**config.mk**
```make
export PLATFORM = sky130hd
export DESIGN_NAME = piso_serializer_flat
export DESIGN_NICKNAME = d
export VERILOG_FILES = /design/src/rtl/piso_serializer_pkg.sv /design/src/rtl/piso_serializer_if.sv /design/src/rtl/piso_shift_reg.sv /design/src/rtl/piso_serializer.sv /design/src/flat_wrapper.sv
export SDC_FILE = /design/constraint.sdc
export NUM_CORES = 1
export LEC_CHECK = 0
export ABC_AREA = 1
export CAP_MARGIN = 20
export CORE_MARGIN = 4
export CORE_UTILIZATION = 47
export DETAILED_ROUTE_END_ITERATION = 12
export PLACE_DENSITY = 0.8
export SKIP_CTS_REPAIR_TIMING = 1
export SLEW_MARGIN = 30
export SYNTH_ARGS = -nofsm -noshare
export SYNTH_HDL_FRONTEND = slang
export SYNTH_SLANG_ARGS = --single-unit
```
**constraint.sdc**
```tcl
create_clock -name clk -period 1.4 [get_ports clk]
set_clock_uncertainty 0.1 [all_clocks]
set_input_delay 0.28 -clock clk [delete_from_list [all_inputs] [get_ports clk]]
set_output_delay 0.28 -clock clk [all_outputs]
set_load 0.05 [all_outputs]
```
**src/rtl/piso_serializer_pkg.sv**
```systemverilog
// Shared definitions for the PISO serializer: FSM state encoding and
// the bit-counter width derived from the word width.
package piso_serializer_pkg;

  typedef enum logic {
    ST_IDLE  = 1'b0,
    ST_SHIFT = 1'b1
  } state_e;

  function automatic int unsigned cnt_width(input int unsigned width);
    return (width < 2) ? 1 : $clog2(width);
  endfunction

endpackage

```
**src/rtl/piso_serializer_if.sv**
```systemverilog
// Word-in / bit-out bus of the PISO serializer. The master drives the word
// and the bit tick; the slave (the serializer) returns ready and the serial stream.
interface piso_serializer_if #(
  parameter int unsigned WIDTH = 8
);
  logic             in_valid;
  logic [WIDTH-1:0] in_data;
  logic             in_ready;
  logic             bit_en;
  logic             ser_data;
  logic             ser_valid;
  logic             ser_last;

  modport master (
    output in_valid, in_data, bit_en,
    input  in_ready, ser_data, ser_valid, ser_last
  );

  modport slave (
    input  in_valid, in_data, bit_en,
    output in_ready, ser_data, ser_valid, ser_last
  );
endinterface

```
**src/rtl/piso_shift_reg.sv**
```systemverilog
// WIDTH-bit loadable shift register; shifts toward the head bit with zero
// fill. Head is the MSB when MSB_FIRST=1, else the LSB.
module piso_shift_reg #(
  parameter int unsigned WIDTH     = 8,
  parameter bit          MSB_FIRST = 1'b1
) (
  input  logic             clk,
  input  logic             reset,
  input  logic             load,
  input  logic [WIDTH-1:0] load_data,
  input  logic             shift,
  output logic             head
);
  logic [WIDTH-1:0] shreg_q;
  logic [WIDTH-1:0] shreg_d;

  always_comb begin
    shreg_d = shreg_q;
    if (load) begin
      shreg_d = load_data;
    end else if (shift) begin
      if (MSB_FIRST) shreg_d = {shreg_q[WIDTH-2:0], 1'b0};
      else           shreg_d = {1'b0, shreg_q[WIDTH-1:1]};
    end
  end

  always_ff @(posedge clk) begin
    if (reset) shreg_q <= '0;
    else       shreg_q <= shreg_d;
  end

  assign head = MSB_FIRST ? shreg_q[WIDTH-1] : shreg_q[0];
endmodule

```
**src/rtl/piso_serializer.sv**
```systemverilog
// Parallel-in serial-out transmitter: accepts one word on a valid/ready
// handshake, then presents one bit per bit_en-paced interval.
module piso_serializer
  import piso_serializer_pkg::*;
#(
  parameter int unsigned WIDTH     = 8,
  parameter bit          MSB_FIRST = 1'b1
) (
  input  logic                   clk,
  input  logic                   reset,
  piso_serializer_if.slave       bus
);
  localparam int unsigned    CW       = cnt_width(WIDTH);
  localparam logic [CW-1:0]  CNT_LOAD = CW'(WIDTH - 1);

  state_e        state_q, state_d;
  logic [CW-1:0] cnt_q, cnt_d;
  logic          load;
  logic          shift;
  logic          head;
  logic          in_ready;
  logic          ser_valid;
  logic          ser_data;
  logic          ser_last;

  piso_shift_reg #(
    .WIDTH    (WIDTH),
    .MSB_FIRST(MSB_FIRST)
  ) u_shreg (
    .clk      (clk),
    .reset    (reset),
    .load     (load),
    .load_data(bus.in_data),
    .shift    (shift),
    .head     (head)
  );

  always_ff @(posedge clk) begin
    if (reset) begin
      state_q <= ST_IDLE;
      cnt_q   <= '0;
    end else begin
      state_q <= state_d;
      cnt_q   <= cnt_d;
    end
  end

  always_comb begin
    state_d   = state_q;
    cnt_d     = cnt_q;
    load      = 1'b0;
    shift     = 1'b0;
    in_ready  = 1'b0;
    ser_valid = 1'b0;
    ser_data  = 1'b0;
    ser_last  = 1'b0;
    case (state_q)
      ST_IDLE: begin
        in_ready = 1'b1;
        if (bus.in_valid) begin
          load    = 1'b1;
          cnt_d   = CNT_LOAD;
          state_d = ST_SHIFT;
        end
      end
      ST_SHIFT: begin
        ser_valid = 1'b1;
        ser_data  = head;
        ser_last  = (cnt_q == '0);
        // The last bit leaves without shifting, so the counter parks at 0.
        if (bus.bit_en) begin
          if (cnt_q == '0) begin
            state_d = ST_IDLE;
          end else begin
            shift = 1'b1;
            cnt_d = cnt_q - 1'b1;
          end
        end
      end
      default: state_d = ST_IDLE;
    endcase
  end

  assign bus.in_ready  = in_ready;
  assign bus.ser_valid = ser_valid;
  assign bus.ser_data  = ser_data;
  assign bus.ser_last  = ser_last;
endmodule

```
**src/flat_wrapper.sv**
```systemverilog
// flat-port wrapper written by rule: the top's interface ports become plain ports
module piso_serializer_flat import piso_serializer_pkg::*;
#(
  parameter int unsigned WIDTH     = 8,
  parameter bit          MSB_FIRST = 1'b1
)
  (clk, reset, bus_in_valid, bus_in_data, bus_bit_en, bus_in_ready, bus_ser_data, bus_ser_valid, bus_ser_last);
  piso_serializer_if #(.WIDTH(WIDTH)) bus_i ();
  input  logic clk;
  input  logic reset;
  input wire logic [$bits(bus_i.in_valid)-1:0] bus_in_valid;
  input wire logic [$bits(bus_i.in_data)-1:0] bus_in_data;
  input wire logic [$bits(bus_i.bit_en)-1:0] bus_bit_en;
  output wire logic [$bits(bus_i.in_ready)-1:0] bus_in_ready;
  output wire logic [$bits(bus_i.ser_data)-1:0] bus_ser_data;
  output wire logic [$bits(bus_i.ser_valid)-1:0] bus_ser_valid;
  output wire logic [$bits(bus_i.ser_last)-1:0] bus_ser_last;
  assign bus_i.in_valid = bus_in_valid;
  assign bus_i.in_data = bus_in_data;
  assign bus_i.bit_en = bus_bit_en;
  assign bus_in_ready = bus_i.in_ready;
  assign bus_ser_data = bus_i.ser_data;
  assign bus_ser_valid = bus_i.ser_valid;
  assign bus_ser_last = bus_i.ser_last;
  piso_serializer #(.WIDTH(WIDTH), .MSB_FIRST(MSB_FIRST)) u_core (.clk(clk), .reset(reset), .bus(bus_i));
endmodule
```
==> qor.txt <==
Overall Power -> 1.141 mW
Skew-Pair Late Insertion Delay -> 0.27 ns
ratio of routed vias to standard cells -> 4.701
die area -> 0.002144 mm²
clock-pin slew reported for the worst setup and hold paths after clock tree synthesis -> 0.08 ns
worst hold path class -> reg -> reg
antenna diode count -> 0
run status -> finished, violations left
Pleak -> 0.5518 nW
total overflow reported by the global router -> 0
final period demand of the worst path -> 1.500 ns
violated checks -> negative setup slack
count of antenna-violating nets left after detailed routing -> 0
die height -> 46.30 µm
power density relative to cell area -> 1092 mW/mm²
number of vias after detailed routing -> 738
Finish-stage setup viols -> 1
share of the clock period used by the worst path -> 107.1%
count of input and output buffers -> 15
crit-path max FO -> 4
post-synthesis cell count -> 117
post-route worst hold slack -> 0.4185 ns
die width -> 46.30 µm
count of pins on the block boundary -> 16
maximum number of pins on one net before global-route repair -> 16
minimum setup slack in the final design -> -0.09974 ns
RSZ-0062 raised after global routing -> yes
GRT Resource Usage Total -> 17.27%
count of state elements after synthesis -> 12
DRC errors left -> 0
Relative slew margins -> 83.64%
arrival time of data at the critical path endpoint -> 1.12 ns
number of H-tree levels -> 1
cell at the root of the clock tree -> sky130_fd_sc_hd__clkbuf_4
total number of clock tree sinks -> 12
number of detailed-routing iterations run before antenna repair -> 5
synthesized netlist net count -> 131
worst-case clock buffer depth -> 2
Yosys warnings -> 0
violation count after the first detailed-route iteration -> 17
Total Nets Final -> 157
number of placed instances, taps included -> 150
crit path capture type -> primary output
Worst setup SP type -> flop
post-synth design cell area -> 689.4 µm²
Slew Viols, Final -> 0
clock tree from TritonCTS -> done
count of max-cap constraint violations -> 0
number of antenna violations at the first check in global routing -> 0
number of global-route vias before repair -> 678
average cell area after synthesis -> 5.892 µm²
growth of design area from synthesis to finish -> 51.54%
layout cells sized above 1 -> 19.72%
first-pass GRT wire length -> 2594 µm
core region area -> 0.001334 mm²
largest voltage drop on the vdd net -> 628.1 µV
std cell rows -> 13
detailed-placement wirelength estimate -> 1172 µm
Inserted Clock Buffers -> 3
routability congestion estimate from global placement -> 0.7352
number of distinct standard cells referenced by the synthesized netlist -> 14
Worst EP required -> 1.02 ns
register area share after synthesis -> 34.85%
Hold Violations, Final -> 0
Worst Tran Pin Value -> 0.2449 ns
type of the worst setup path -> reg -> out
average wire length per cell after detail routing -> 11.15 µm
highest clock rate -> 666.8 MHz
effective utilization at floorplan -> 51.69%
non-filler instance count after layout -> 157
total routed wirelength -> 1751 µm
-- power by group --
group,internal [mW],leakage [nW],switching [mW]
Sequential,0.394,0.100,0.0367
Combinational,0.229,0.436,0.252
Clock,0.110,0.0150,0.120
Total,0.733,0.552,0.408
-- path summary, 6_finish.rpt --
kind	startpoint	end	slack, ns	cells after the start
min reg2reg	u_core.u_shreg.shreg_q[1]	u_core.u_shreg.shreg_q[1]	0.42	4
max reg2reg	u_core.cnt_q[0]	u_core.u_shreg.shreg_q[2]	0.05	9
min	u_core.u_shreg.shreg_q[1]	u_core.u_shreg.shreg_q[1]	0.42	4
max	u_core.cnt_q[0]	bus_ser_last	-0.1	5
-- kinds of logic (layout without fill, tap and decap cells) --
logic type / after synthesis / count (layout) / synth area share, %
buffers and inverters: 24 / 49 / 14.70
flip-flops: 12 / 12 / 34.85
AO/OA/AOI/OAI: 1 / 1 / 0.7253
AND/OR/NAND/NOR: 78 / 78 / 46.10
adder cells (fa/ha/maj): 2 / 2 / 3.629
-- area by class of cell --
type | count | area, µm²
sequential | 12 | 245.2
timing repair buffer | 25 | 294.0
clock buffer | 4 | 26.28
tap | 15 | 18.77
multi-input combinational | 81 | 380.4
inverter | 20 | 80.08
fill | 101 | 289.0
-- synth_stat cells --
library cell	count	area share, %
sky130_fd_sc_hd__dfxtp_1	12	35
sky130_fd_sc_hd__inv_2	1	0.54
sky130_fd_sc_hd__nand3_2	1	1.5
sky130_fd_sc_hd__ha_1	2	3.6
sky130_fd_sc_hd__nand3_1	9	6.5
sky130_fd_sc_hd__and2_1	1	0.91
sky130_fd_sc_hd__nand4_1	1	0.91
sky130_fd_sc_hd__nor2_1	22	12
sky130_fd_sc_hd__inv_1	19	10
sky130_fd_sc_hd__nand2_1	43	23
sky130_fd_sc_hd__nand2_2	1	0.91
sky130_fd_sc_hd__buf_2	3	2.2
sky130_fd_sc_hd__a21oi_1	1	0.73
sky130_fd_sc_hd__buf_6	1	1.6
-- critical path, cell delays in order, from the launching register on --
cell	delay [ns]
sky130_fd_sc_hd__dfxtp_2	0.34
sky130_fd_sc_hd__inv_4	0.06
sky130_fd_sc_hd__ha_4	0.13
sky130_fd_sc_hd__nand3_4	0.08
sky130_fd_sc_hd__inv_2	0.09
sky130_fd_sc_hd__buf_12	0.13
-- registers in the layout (all words and copies together) (netlist names) --
name / cells
u_core.u_shreg.shreg_q: 8
u_core.cnt_q: 3
u_core.state_q: 1
-- layout by cell type (no fill, tap or decap), types with 2 or more instances in the layout --
cell type / netlist / layout
sky130_fd_sc_hd__nor2_1: 22 / 22
sky130_fd_sc_hd__nand3_4: 0 / 2
sky130_fd_sc_hd__nand2_1: 43 / 43
sky130_fd_sc_hd__inv_2: 1 / 3
sky130_fd_sc_hd__dfxtp_1: 12 / 10
sky130_fd_sc_hd__clkdlybuf4s50_1: 0 / 11
sky130_fd_sc_hd__nand3_1: 9 / 8
sky130_fd_sc_hd__buf_12: 0 / 6
sky130_fd_sc_hd__clkbuf_4: 0 / 3
sky130_fd_sc_hd__buf_4: 0 / 7
sky130_fd_sc_hd__inv_4: 0 / 2
sky130_fd_sc_hd__inv_1: 19 / 15
-- per-layer routing --
metal	wire [µm]	GRT usage, %	vias up
li1	-	-	395
met1	679	16.94	321
met2	963	30.49	20
met3	97	6.641	2
met4	10	9.659	0
met5	0	0	-
-- metrics by stage --
| step | setup slack, ns | cell area [µm²] | utilization [%] | TNS, ns |
|---|---|---|---|---|
| 2_1_floorplan | 0.02575 | 693.2 | - | 0 |
| 3_3_place_gp | -0.1539 | 953.4 | 71.48 | -1.375 |
| 3_5_place_dp | -0.1816 | 953.4 | 71.48 | -1.689 |
| 4_1_cts | -0.2847 | 979.7 | 73.45 | -0.5283 |
| 5_1_grt | -0.1422 | 1045 | 78.33 | -0.1867 |
| 6_report | -0.09974 | 1045 | 78.33 | -0.09974 |
(Power assumes the default switching activity.)
